## src/rtl/rpc_reg_init_seq.sv

```systemverilog
// Boot-time register-write sequencer: 1-cycle start latency, 2 cycles/entry (4 with RPC_INIT_READBACK_EN).
// Holds each request until reg_ready_i or timeout; failed attempts are retried after a one-cycle gap.
module rpc_reg_init_seq #(
    parameter int unsigned REG_ADDR_WIDTH = 48,
    parameter int unsigned REG_DATA_WIDTH = 32,
    parameter int unsigned NumEntries     = 8,
    parameter int unsigned MaxRetries     = 3,
    parameter int unsigned TimeoutCycles  = 1024,
    parameter logic [NumEntries-1:0][REG_ADDR_WIDTH-1:0] InitAddr = '0,
    parameter logic [NumEntries-1:0][REG_DATA_WIDTH-1:0] InitData = '0,
    parameter logic [NumEntries-1:0][REG_DATA_WIDTH-1:0] InitMask = '1,
    localparam int unsigned IdxW = (NumEntries > 1) ? $clog2(NumEntries) : 1
) (
    input  logic                        clk_i,
    input  logic                        rst_i,
    input  logic                        start_i,
    output logic                        busy_o,
    output logic                        done_o,
    output logic                        error_o,
    output logic [IdxW-1:0]             err_idx_o,
    output logic [REG_ADDR_WIDTH-1:0]   reg_addr_o,
    output logic                        reg_write_o,
    output logic [REG_DATA_WIDTH-1:0]   reg_wdata_o,
    output logic [REG_DATA_WIDTH/8-1:0] reg_wstrb_o,
    output logic                        reg_valid_o,
    input  logic [REG_DATA_WIDTH-1:0]   reg_rdata_i,
    input  logic                        reg_ready_i,
    input  logic                        reg_error_i
);

    localparam int unsigned RetryW = $clog2(MaxRetries + 1);
    localparam int unsigned TmoW   = $clog2(TimeoutCycles);

    typedef enum logic [2:0] {
        S_IDLE,
        S_WRITE,
        S_GAP,
`ifdef RPC_INIT_READBACK_EN
        S_READ,
`endif
        S_DONE,
        S_FAIL
    } state_t;

    state_t            state_q, state_d;
    logic [IdxW-1:0]   idx_q, idx_d;
    logic [RetryW-1:0] retry_q, retry_d;
    logic [TmoW-1:0]   tcnt_q, tcnt_d;
    logic              xfer_st;
    logic              rd_ok;
    logic              last_entry;
    logic              xfer_ok;
    logic              xfer_fail;

`ifdef RPC_INIT_READBACK_EN
    logic rd_pend_q, rd_pend_d;

    assign xfer_st = (state_q == S_WRITE) || (state_q == S_READ);
    // Writes always pass this qualifier; reads compare only the masked bits.
    assign rd_ok   = (state_q == S_WRITE) ||
                     ((reg_rdata_i & InitMask[idx_q]) == (InitData[idx_q] & InitMask[idx_q]));
`else
    logic unused_rdata;

    assign xfer_st      = (state_q == S_WRITE);
    assign rd_ok        = 1'b1;
    assign unused_rdata = ^{reg_rdata_i, InitMask};
`endif

    assign last_entry = (idx_q == IdxW'(NumEntries - 1));

    always_ff @(posedge clk_i) begin
        if (rst_i) begin
            state_q   <= S_IDLE;
            idx_q     <= '0;
            retry_q   <= '0;
            tcnt_q    <= '0;
`ifdef RPC_INIT_READBACK_EN
            rd_pend_q <= 1'b0;
`endif
        end else begin
            state_q   <= state_d;
            idx_q     <= idx_d;
            retry_q   <= retry_d;
            tcnt_q    <= tcnt_d;
`ifdef RPC_INIT_READBACK_EN
            rd_pend_q <= rd_pend_d;
`endif
        end
    end

    always_comb begin
        state_d   = state_q;
        idx_d     = idx_q;
        retry_d   = retry_q;
        tcnt_d    = tcnt_q;
        xfer_ok   = 1'b0;
        xfer_fail = 1'b0;
`ifdef RPC_INIT_READBACK_EN
        rd_pend_d = rd_pend_q;
`endif

        case (state_q)
            S_IDLE, S_DONE, S_FAIL: begin
                if (start_i) begin
                    state_d = S_WRITE;
                    idx_d   = '0;
                    retry_d = '0;
`ifdef RPC_INIT_READBACK_EN
                    rd_pend_d = 1'b0;
`endif
                end
            end
            S_GAP: begin
`ifdef RPC_INIT_READBACK_EN
                state_d = rd_pend_q ? S_READ : S_WRITE;
`else
                state_d = S_WRITE;
`endif
            end
            default: ;
        endcase

        if (xfer_st) begin
            // A completing handshake takes priority over an expiring timeout.
            if (reg_ready_i) begin
                if (!reg_error_i && rd_ok) xfer_ok = 1'b1;
                else                       xfer_fail = 1'b1;
            end else if (tcnt_q == TmoW'(TimeoutCycles - 1)) begin
                xfer_fail = 1'b1;
            end else begin
                tcnt_d = tcnt_q + 1'b1;
            end

            if (xfer_ok) begin
`ifdef RPC_INIT_READBACK_EN
                if (state_q == S_WRITE) begin
                    state_d   = S_GAP;
                    rd_pend_d = 1'b1;
                end else begin
                    rd_pend_d = 1'b0;
`endif
                    if (last_entry) begin
                        state_d = S_DONE;
                    end else begin
                        idx_d   = idx_q + 1'b1;
                        retry_d = '0;
                        state_d = S_GAP;
                    end
`ifdef RPC_INIT_READBACK_EN
                end
`endif
            end else if (xfer_fail) begin
`ifdef RPC_INIT_READBACK_EN
                rd_pend_d = 1'b0;
`endif
                if (int'(retry_q) + 1 == int'(MaxRetries)) begin
                    state_d = S_FAIL;
                end else begin
                    retry_d = retry_q + 1'b1;
                    state_d = S_GAP;
                end
            end
        end

        if (state_d != state_q) tcnt_d = '0;

        reg_valid_o = 1'b0;
        reg_write_o = 1'b0;
        reg_addr_o  = '0;
        reg_wdata_o = '0;
        reg_wstrb_o = '0;
        case (state_q)
            S_WRITE: begin
                reg_valid_o = 1'b1;
                reg_write_o = 1'b1;
                reg_addr_o  = InitAddr[idx_q];
                reg_wdata_o = InitData[idx_q];
                reg_wstrb_o = '1;
            end
`ifdef RPC_INIT_READBACK_EN
            S_READ: begin
                reg_valid_o = 1'b1;
                reg_addr_o  = InitAddr[idx_q];
            end
`endif
            default: ;
        endcase

        busy_o    = xfer_st || (state_q == S_GAP);
        done_o    = (state_q == S_DONE);
        error_o   = (state_q == S_FAIL);
        err_idx_o = (state_q == S_FAIL) ? idx_q : '0;
    end

endmodule
```

## config.mk

```make
export PLATFORM = sky130hd
export DESIGN_NAME = rpc_reg_init_seq
export DESIGN_NICKNAME = d
export VERILOG_FILES = /design/src/rtl/rpc_reg_init_seq.sv
export SDC_FILE = /design/constraint.sdc
export NUM_CORES = 1
export LEC_CHECK = 0
export ABC_CLOCK_PERIOD_IN_PS = 2300
export CAP_MARGIN = 10
export CORE_MARGIN = 5
export CORE_UTILIZATION = 35
export DETAILED_ROUTE_END_ITERATION = 10
export PLACE_DENSITY = 0.92
export SLEW_MARGIN = 20
export SYNTH_ARGS = -nofsm -noshare
export SYNTH_HDL_FRONTEND = slang
export SYNTH_SLANG_ARGS = --single-unit
```

## constraint.sdc

```tcl
create_clock -name clk_i -period 2.3 [get_ports clk_i]
set_input_delay 0.345 -clock clk_i [delete_from_list [all_inputs] [get_ports clk_i]]
set_output_delay 0.345 -clock clk_i [all_outputs]
set_load 0.005 [all_outputs]
```

==> summary.md, run 1 <==
| Metric | Value |
|---|---|
| Status | finished clean |
| Std cell rows | 25 |
| Max incr delay on CP | about 0.51 ns |
| Top-area cell type share of the netlist area | 36.6% |
| DP HPWL | approximately 2600 um |
| Number of synthesized flops with an enable pin | 0 |
| Net Sw Frac | between 20% and 30% |
| Switch Pwr | between 0.2 and 0.25 mW |
| Post-Place Worst Slack | approximately 0.16 ns |
| VDD IR-drop max | 169 uV |
| TritonCTS clock tree | done |
| Vias/cell | approximately 4.4 |
| Initial antenna violation count | 0 |
| CP arrival | 1.84 ns |
| Routed wl met2 | 1610 um |
| DR WL met3 | 320 um |
| Number of DRC markers in iteration 0 | 141 |
| GP Congestion | about 0.84 |
| Die area | 6490 um2 |
| Leakage power | between 0.7 and 0.8 nW |
| Actual slew at the worst max-slew pin | ~0.54 ns |
| Total GRT Usage | between 8 and 9% |
| Sequential area share after synthesis | between 20% and 30% |
| Fmax | between 400 and 500 MHz |
| Htree depth | 1 |
| DR top layer | met4 |
| Setup TNS | 0 ns |
| Final hold vios | 0 |
| Pwr Density | between 400 and 500 nW/um2 |
| Hold_buf cts | 0 |
| Worst hold start | retry_q[0] |
| Max Slew Vio Count | 0 |
| First drt pass iteration count | 4 |
| Ports | between 100 and 150 |
| Clock sink count | 18 |
| Setup-failing EPs final | 0 |
| Die Y-Extent | between 80 and 90 um |
| Starting Density | a little over a third |
| GR Overflow Total | 0 |
| Ys async rst share | 0% |
| Crit path cell chain | or3b_1 > clkinv_4 > clkdlybuf4s50_1 |
| Hold crit path type | flip-flop to flip-flop |
| Area of the core | roughly 4800 um2 |
| Int Power | around 0.53 mW |
| Slew headroom | between 60 and 70% |
| Leading area contributor after synthesis | buf_4 |
| WL final | 3190 um |
| Post-layout util | between 30% and 40% |
| CP required | 1.96 ns |
| WL met1 | 1210 um |
| Largest net degree at the start of global routing | 12 |
| Setup repair bufs after CTS | 0 |
| Synth top area cells | buf_4, dfxtp_1, a21oi_1 |
| Yosys Warn Count | 0 |
| Number of max-cap violations | 0 |
| Post-DR wirelength/cell | 10.7 um |
| Commonest cells in the netlist | buf_4, dfxtp_1, a21oi_1 |
| Port-buffer cells | 16 |
| CP Class | flip-flop to primary output |
| Vias in the first global route | 1120 |
| Share of layout cells above drive strength 1 | under 10% |
| Antenna Cells | 0 |
| PnR worst setup slack | about 0.12 ns |
| CP Max Fanout | 11 |
| Via count | roughly 1300 |
| Most common cell in the netlist | buf_4 |
| Mapped Area | approximately 1700 um2 |
| Fin nets | around 270 |
| CTS clk-pin slew, worst paths | approximately 0.070 ns |
| Crit path time final | ~2.2 ns |
| Num CTS Buffers | 3 |
| Main synth FF type | dfxtp_1 |
| Worst path slowest cell | clkdlybuf4s50_1 |
| Flop pwr share | between 40% and 50% |
| Final ANT Viol Nets | 0 |
| Fillers | between 400 and 500 |
| Post-Synthesis Cells | roughly 220 |
| #FFs+latches synth | 18 |
| RSZ-0062 raised after global routing | false |
| Root Driver | clkbuf_8 |
| Maximum root-to-sink buffer count | 2 |
| Overall Power | roughly 0.74 mW |
| Seq. cell area | roughly 360 um2 |
| Synth unique cells | 44 |
| DRC violations left | 0 |
| Area Overhead vs Synth | -3.09% |
| Clock skew | ~0.0009 ns |
| Comb power frac | a little over 20% |
| # resized after CTS | 0 |
| Die X-Extent | about 81 um |
| Worst R2R Start | tcnt_q[0] |
| Crit. End Element | primary output |
| Syn avg cell area | between 7 and 8 um2 |
| Period utilisation layout | between 90% and 100% |
| Clock share of power | between 30% and 40% |
| Later-pin clock latency in the skew report | ~0.25 ns |
| Crit. Startpoint | state_q[0] |
| CP startpoint kind | flip-flop |
| Multi-input logic area | a little under 1000 um2 |
| First-pass GRT wire length | around 4700 um |
==> metrics by stage <==
stage	hold WS, ns	cell area, um2	instances
after global placement	0.468	1630	293
after detailed placement	0.485	1630	293
final	0.488	1690	297
after CTS	0.494	1690	297
after global routing	0.512	1690	297
after floorplan	0.452	2040	297
==> placed cells by master, fill, tap and decap left out, types with 2 or more instances in the layout <==
master,count
dfxtp_1,18
or4_1,2
nand4_1,4
o21ai_0,4
nand2_1,11
clkdlybuf4s50_1,16
clkbuf_8,4
nor2_1,7
ha_1,4
conb_1,80
o22ai_1,2
o2111ai_1,2
inv_1,5
nor3_1,4
nand4b_1,2
and3_1,5
nand3_1,7
xor2_1,2
or3_1,5
and2_1,2
and3b_1,2
buf_4,4
a21oi_1,15
o31ai_1,5
==> cells by family (layout without fill, tap and decap cells) <==
group,after synthesis,count (layout),share of synthesized area (%)
other,1,80,0.215
and+or+nand+nor,61,61,21.6
adders and majority gates,4,4,2.87
xor gates and xnor gates,3,3,1.51
buffers and inverters,97,30,40.6
AOI/OAI and AO/OA,34,34,12.6
DFF,18,18,20.7
==> worst max-delay path, delay by kind of cell, from the launching register on <==
kind,cells,cell delay (ns)
buf+inv,2,0.63
simple gates,1,0.46
flops,1,0.49
==> state kept, by name, summed over array words and instances, names as in the netlist <==
register  cells
idx_q         3
state_q       3
retry_q       2
tcnt_q       10
==> layer usage <==
metal / vias to the layer above / GRT usage, %
li1: 613 / -
met1: 603 / 9.99
met2: 83 / 15.6
met3: 4 / 1.46
met4: 0 / 5.91
met5: - / 0
==> worst paths after layout <==
check | slack, ns | end | depth (start not counted)
setup reg to reg | 0.42 | tcnt_q[5] | 6
hold reg to reg | 0.49 | retry_q[0] | 1
hold / removal | 0.49 | retry_q[0] | 1
setup / recovery | 0.12 | reg_wstrb_o[3] | 3
==> power groups by stage <==
stage	combinational, mW	clock (mW)	sequential (mW)
floorplan	0.217	0	0.328
global placement	0.145	0	0.334
detailed placement	0.148	0	0.335
CTS	0.148	0.263	0.327
global route	0.172	0.281	0.329
finish	0.153	0.256	0.328
==> final cells by class <==
cell class              count  area share (%)
flip-flops and latches     18            21.3
repair buffers             20            11.3
well taps                  67            4.97
multi-input cells         182            57.5
inverters                   6            1.63
clock buffers               4            3.26
Note: power is estimated with default switching activity, not from simulation.
==> run 2, diff against run 1 <==
- ABC_CLOCK_PERIOD_IN_PS: 2300 -> 1900
- CORE_UTILIZATION: 35 -> 31
- PLACE_DENSITY: 0.92 -> 0.87
- SKIP_LAST_GASP: not set -> 1
- clock period: 2.3 -> 1.9 ns (I/O delays scaled with it)
==> run 2 against run 1 <==
Compared with the run above: global-route usage is 0.39 points lower; final cell count grew 5.7%; clock power increased by 27%; wire length is 6.5% higher; sequential power rose by 20%; design area is 6.4% higher; core utilization is 2.4 points lower; via count is 0.31% higher; die area is 11% higher; critical endpoint is now idx_q[0].
==> summary.md, run 2 (synthesis gave the netlist of run 1 again) <==
| Metric | Value |
|---|---|
| Setup-failing EPs final | 0 (unchanged) |
| Vias in the first global route | 1152 (+2.9%) |
| Most common cell after layout, fill and taps aside | conb_1 |
| Port-buffer cells | 16 (unchanged) |
| Top reg by flops | tcnt_q |
| Number of max-cap violations | 0 (unchanged) |
| Starting Density | 31.8% (-4.6 points) |
| Period utilisation layout | 93.8% |
| Crit path top cell by count | ha_1 |
| GR Overflow Total | 0 (unchanged) |
| Clock skew | 0.00806 ns (+0.00716 ns) |
| Leakage power | 0.823 nW (+12%) |
| TritonCTS clock tree | done |
| Pwr Density | 516 nW/um2 (+18%) |
| Number of DRC markers in iteration 0 | 64 (-55%) |
| Vias/cell | 4.16 (-5.1%) |
| CTS clk-pin slew, worst paths | 0.07 ns (about the same) |
| CP Max Fanout | 4 (-7) |
| Crit. End Element | flip-flop |
| Die X-Extent | 85.0 um (+5.5%) |
| CP required | 2.06 ns (+0.10 ns) |
| Commonest non-fill, non-tap cells in the layout | conb_1, buf_4, a21oi_1, dfxtp_1, nand2_1 |
| Final ANT Viol Nets | 0 (unchanged) |
| PnR worst setup slack | 0.118 ns (+0.0000110 ns) |
| Finished Layout Cells | 314 (+5.7%) |
| CP arrival | 1.94 ns (+0.10 ns) |
| CP Class | flip-flop to flip-flop |
| CP startpoint kind | flip-flop |
| Antenna Cells | 0 (unchanged) |
| Largest net degree at the start of global routing | 11 (-1) |
| Std cell rows | 27 (+8.0%) |
| Fmax | between 500 and 600 MHz |
| Ports | 129 (unchanged) |
| Later-pin clock latency in the skew report | 0.27 ns (+0.02 ns) |
| RSZ-0062 raised after global routing | false |
| GP Congestion | 0.816 (-3.5%) |
| DP HPWL | 2660 um (+2.9%) |
| Post-Place Worst Slack | -0.150 ns (-0.305 ns) |
| Biggest regs | tcnt_q: 10 flops, idx_q: 3 flops, state_q: 3 flops |
| Fin nets | 284 (+4.4%) |
| Final hold vios | 0 (unchanged) |
| Crit path time final | 1.78 ns |
| Initial antenna violation count | 0 (unchanged) |
| Max incr delay on CP | 0.47 ns (-0.04 ns) |
| First drt pass iteration count | 4 (unchanged) |
| Area of the core | 5470 um2 (+14%) |
| Htree depth | 1 (unchanged) |
| Design area | 1800 um2 (+6.4%) |
| Hold_buf cts | 0 (unchanged) |
| Status | finished clean |
| Via count | 1307 (+0.31%) |
| Max reg flops | 10 (unchanged) |
| Share of layout cells above drive strength 1 | 13.6% (+7.1 points) |
| Hold crit path type | flip-flop to flip-flop |
| First-pass GRT wire length | 5110 um (+8.4%) |
| Max Slew Vio Count | 0 (unchanged) |
| CP bufs+invs | 0 (-2) |
| Placed cells | 306 (+4.4%) |
| Critical path's top delay family | simple AND/OR/NAND/NOR gates |
| Placed instance area | 1700 um2 (+4.1%) |
| DRC violations left | 0 (unchanged) |
| Maximum root-to-sink buffer count | 2 (unchanged) |
| Num CTS Buffers | 3 (unchanged) |
| Fin Hold WS | 0.496 ns (+0.00804 ns) |
| WL final | 3390 um (+6.5%) |
| Root Driver | clkbuf_8 |
| Total GRT Usage | 8.61% (-0.39 points) |
| VDD IR-drop max | 266 uV (+57%) |
| Worst path slowest cell | or3b_2 |
| Post-layout util | 32.8% (-2.4 points) |
| Die Y-Extent | 85.0 um (+5.5%) |
| Fillers | 593 (+22%) |
| Crit path cell chain | ha_1 > ha_1 > or3b_2 > or2_2 > nand3_1 > a21oi_1 |
| Area Overhead vs Synth | 3.16% |
| Post-DR wirelength/cell | 10.8 um (+0.70%) |
| Clock sink count | 18 (unchanged) |
| Die area | 7220 um2 (+11%) |
[run 2: cell count changes in the layout (fill, tap and decap cells not counted), sizes merged]
| cell | delta |
|---|---|
| buf | +12 |
| clkdlybuf4s50 | -6 |
| dlygate4sd2 | +5 |
| dlymetal6s2s | +1 |
[run 2: final timing paths]
path                 start  endpoint  slack [ns]  cells past startpoint
setup / recovery  idx_q[0]  idx_q[0]        0.12                      6
hold reg to reg   idx_q[1]  idx_q[1]        0.50                      2
hold / removal    idx_q[1]  idx_q[1]        0.50                      2
setup reg to reg  idx_q[0]  idx_q[0]        0.12                      6
[run 2: power breakdown]
group	switching, mW	internal, mW	leakage, nW
clock network	0.139	0.185	0.0288
logic	0.124	0.0880	0.647
registers	0.00775	0.384	0.147
total	0.271	0.657	0.823
[run 2: cell type report]
type                       count  area (um2)  share of cell area (%)
multi-input combinational    182         978                    54.5
clock buffer                   4        55.1                    3.06
sequential                    18         369                    20.5
inverter                       6        27.5                    1.53
tap                           72        90.1                    5.01
timing repair buffer          32         277                    15.4
[run 2: per-layer routing]
metal / vias up / track usage (%) / part of all wire, %
met5: - / 0 / 0
met4: 0 / 4.03 / 1.4
met3: 5 / 2.82 / 9.6
met2: 59 / 15.5 / 53
met1: 609 / 8.93 / 36
li1: 634 / - / -
[run 2: what timing repair did]
action | 4_1_cts | 5_1_grt
endpoints found under the setup margin | 9 | 6
buffers inserted | 4 | 0
gates resized for setup | 11 | 3
[run 2: tightest hold or removal path, cell delays in order (launching register included)]
cell,delay (ns)
dfxtp_1,0.33
nand3_1,0.06
a21oi_1,0.06
[run 2: through the flow]
stage / power, mW / setup TNS (ns)
floorplan: 0.660 / 0
global placement: 0.595 / -0.189
detailed placement: 0.602 / -0.570
CTS: 0.934 / 0
global route: 0.986 / 0
finish: 0.928 / 0
==> patch, RTL diff (config.mk and constraints of run 1) <==
Register the output `err_idx_o`; this adds one clock of latency there. The other outputs are not delayed to match.
--- a/src/rtl/rpc_reg_init_seq.sv
+++ b/src/rtl/rpc_reg_init_seq.sv
@@ -42,6 +42,8 @@
         S_FAIL
     } state_t;
 
+    logic [IdxW-1:0] err_idx_d;
+
     state_t            state_q, state_d;
     logic [IdxW-1:0]   idx_q, idx_d;
     logic [RetryW-1:0] retry_q, retry_d;
@@ -190,7 +192,11 @@
         busy_o    = xfer_st || (state_q == S_GAP);
         done_o    = (state_q == S_DONE);
         error_o   = (state_q == S_FAIL);
-        err_idx_o = (state_q == S_FAIL) ? idx_q : '0;
+        err_idx_d = (state_q == S_FAIL) ? idx_q : '0;
     end
 
+    always_ff @(posedge clk_i) begin
+        err_idx_o <= err_idx_d;
+    end
+
 endmodule
Formal check against the unedited RTL: not equivalent (a bounded check fails within 10 cycles, from zero or initial values and one cycle with rst_i high).
==> patch against run 1 <==
  * Via count is 4.0% lower
  * Critical path type unchanged
  * Clock power is 7% lower
  * Core utilization is 0.42 points higher
  * Synthesized cell count stayed put
  * Total power is 4.9% higher
  * Design area is 1.9% higher
  * Largest cell class unchanged
  * Sequential cell count is 3 higher
  * Count of clock-buffer cells in the layout stayed put
  * Setup slack better by 0.027 ns
  * Synthesized area is 1.5% higher
  * First-iteration DRC count is 52% lower
  * Wire length is 4.6% lower
==> patch: results (changes against run 1) <==
Setup path
  • WP data arrival: 1.81 ns (-0.03 ns)
  • CP peak stage delay: 0.54 ns (+0.03 ns)
  • Crit-path slowest cell: clkdlybuf4s50_1
  • Critical path peak fanout: 12 (+1)
  • Delay-heaviest family, CP: buffers and inverters

Synth
  • Synth async-reset ratio: 0% (unchanged)
  • Synthesis warning total: 0 (unchanged)
  • Synth Flop Type: dfxtp_1
  • Commonest cells post-synth: buf_4 (85), dfxtp_1 (21), a21oi_1 (11)
  • Post-synthesis sequential area ratio: 23.8% (+3.1 points)
  • Largest cells by area after synthesis: buf_4 (36%), dfxtp_1 (24%), a21oi_1 (3.1%), ha_1 (2.8%), nand3_1 (2.5%)
  • Distinct cells, synth: 46 (+4.5%)

Place
  • GP Congestion: 0.799 (-5.4%)
  • DP HPWL: 2.46 mm (-4.7%)
  • IO Port Bufs: 16 (unchanged)

Run status
  • Status: complete, no violations

Clock network
  • CTS Buf Count: 3 (unchanged)
  • CTS hold repair buffers: 0 (unchanged)
  • Clk Latency, worst-skew pair: 0.26 ns
  • H-tree depth: 1 (unchanged)
  • Clock root cell: clkbuf_8
  • Post-cts sizing count: 0 (unchanged)
  • Post-CTS setup buffers: 0 (unchanged)
  • Clk buf depth: 2 (unchanged)
  • Reg clk slew, reported paths: 0.07 ns (about the same)

Global routing
  • First-pass GRT wire length: 4.71 mm (unchanged)
  • Largest net degree at the start of global routing: 13 (+1)
  • Initial antenna violation count: 0 (unchanged)
  • Vias in the first global route: 1090 (-2.7%)
  • Tot GR Track Use: 8.89% (-0.10 points)

Drt
  • DRT iter0 DRCs: 67 (-52%)
  • Routed vias/inst: 4.20 (-4.3%)
  • WL/cell: 10.2 um (-4.9%)
  • Pre-antenna DRT Iters: 4 (unchanged)

Final layout
  • Max reg flops: 10 (unchanged)
  • Layout filler cell count: 506 (+3.9%)
  • Nets@finish: 273 (+0.37%)
  • Share of cells above drive strength 1: 4.76% (-1.8 points)
  • ANT cells: 0 (unchanged)
  • Register bank with the most flops: tcnt_q

Timing
  • Relative slew margins: 65.3% (+1.5 points)
  • Setup tns final: 0 ns (unchanged)
  • Clock skew: 0.00196 ns (+0.00107 ns)

Power and ir drop
  • Pint: 557 uW (+4.9%)
  • Cell leakage power: 0.735 nW (+0.24%)
  • Peak supply drop: 0.183 mV (+8.2%)

Hold path
  • Worst hold path class: reg -> reg
## patch: worst paths after layout
| path | depth (start not counted) | from | endpoint | slack [ns] |
|---|---|---|---|---|
| max | 3 | state_q[2] | reg_wstrb_o[1] | 0.15 |
| min | 2 | retry_q[1] | retry_q[1] | 0.48 |
| max reg2reg | 5 | tcnt_q[0] | retry_q[1] | 0.37 |
| min reg2reg | 2 | retry_q[1] | retry_q[1] | 0.48 |
## patch: layer usage
| layer | track usage, % | vias up | wire length (um) |
|---|---|---|---|
| met3 | 0.554 | 5 | 285 |
| met4 | 5.07 | 0 | 64 |
| li1 | - | 603 | - |
| met5 | 0 | - | 0 |
| met2 | 15.6 | 68 | 1470 |
| met1 | 10.7 | 575 | 1220 |
## patch: cells by family (layout without fill, tap and decap cells)
| kind of cell | count (synthesis) | after routing | synth area share, % |
|---|---|---|---|
| multiplexers | 1 | 1 | 0.566 |
| flip-flops | 21 | 21 | 23.8 |
| other | 1 | 80 | 0.212 |
| AO/OA/AOI/OAI | 33 | 33 | 12.7 |
| buffers and inverters | 98 | 32 | 39.5 |
| AND/OR/NAND/NOR | 57 | 57 | 18.9 |
| XOR/XNOR | 3 | 3 | 1.49 |
| adder cells (fa/ha/maj) | 4 | 4 | 2.83 |
## patch: worst min-delay path, cell delays in order (launching register included)
cell and delay (ns):
dfxtp_1 0.32, inv_1 0.05, o22ai_1 0.07
## patch: metrics by stage
step	cell area [um2]	hold slack [ns]	std cells	worst slack, ns	total power, mW
final	1720	0.481	298	0.145	0.773
after global routing	1720	0.501	298	0.0252	0.813
after CTS	1720	0.479	298	0.125	0.771
after detailed placement	1670	0.468	294	0.265	0.538
after global placement	1670	0.460	294	0.283	0.533
after floorplan	2060	0.452	297	0.613	0.593
## patch: layout make-up
cell class                      instances  area (um2)  area share (%)
Timing Repair Buffer                   21         198            11.5
Tap cell                               67        83.8            4.88
Sequential cell                        21         420            24.5
Inverter                                7        26.3            1.53
Multi-Input combinational cell        178         946            55.0
Clock buffer                            4        45.0            2.62
## patch: power by group through the flow
stage	clock network [mW]	registers, mW	logic [mW]
after floorplan	0	0.381	0.212
after global placement	0	0.385	0.148
after detailed placement	0	0.385	0.153
after CTS	0.241	0.377	0.153
after global routing	0.256	0.378	0.179
final	0.238	0.377	0.158
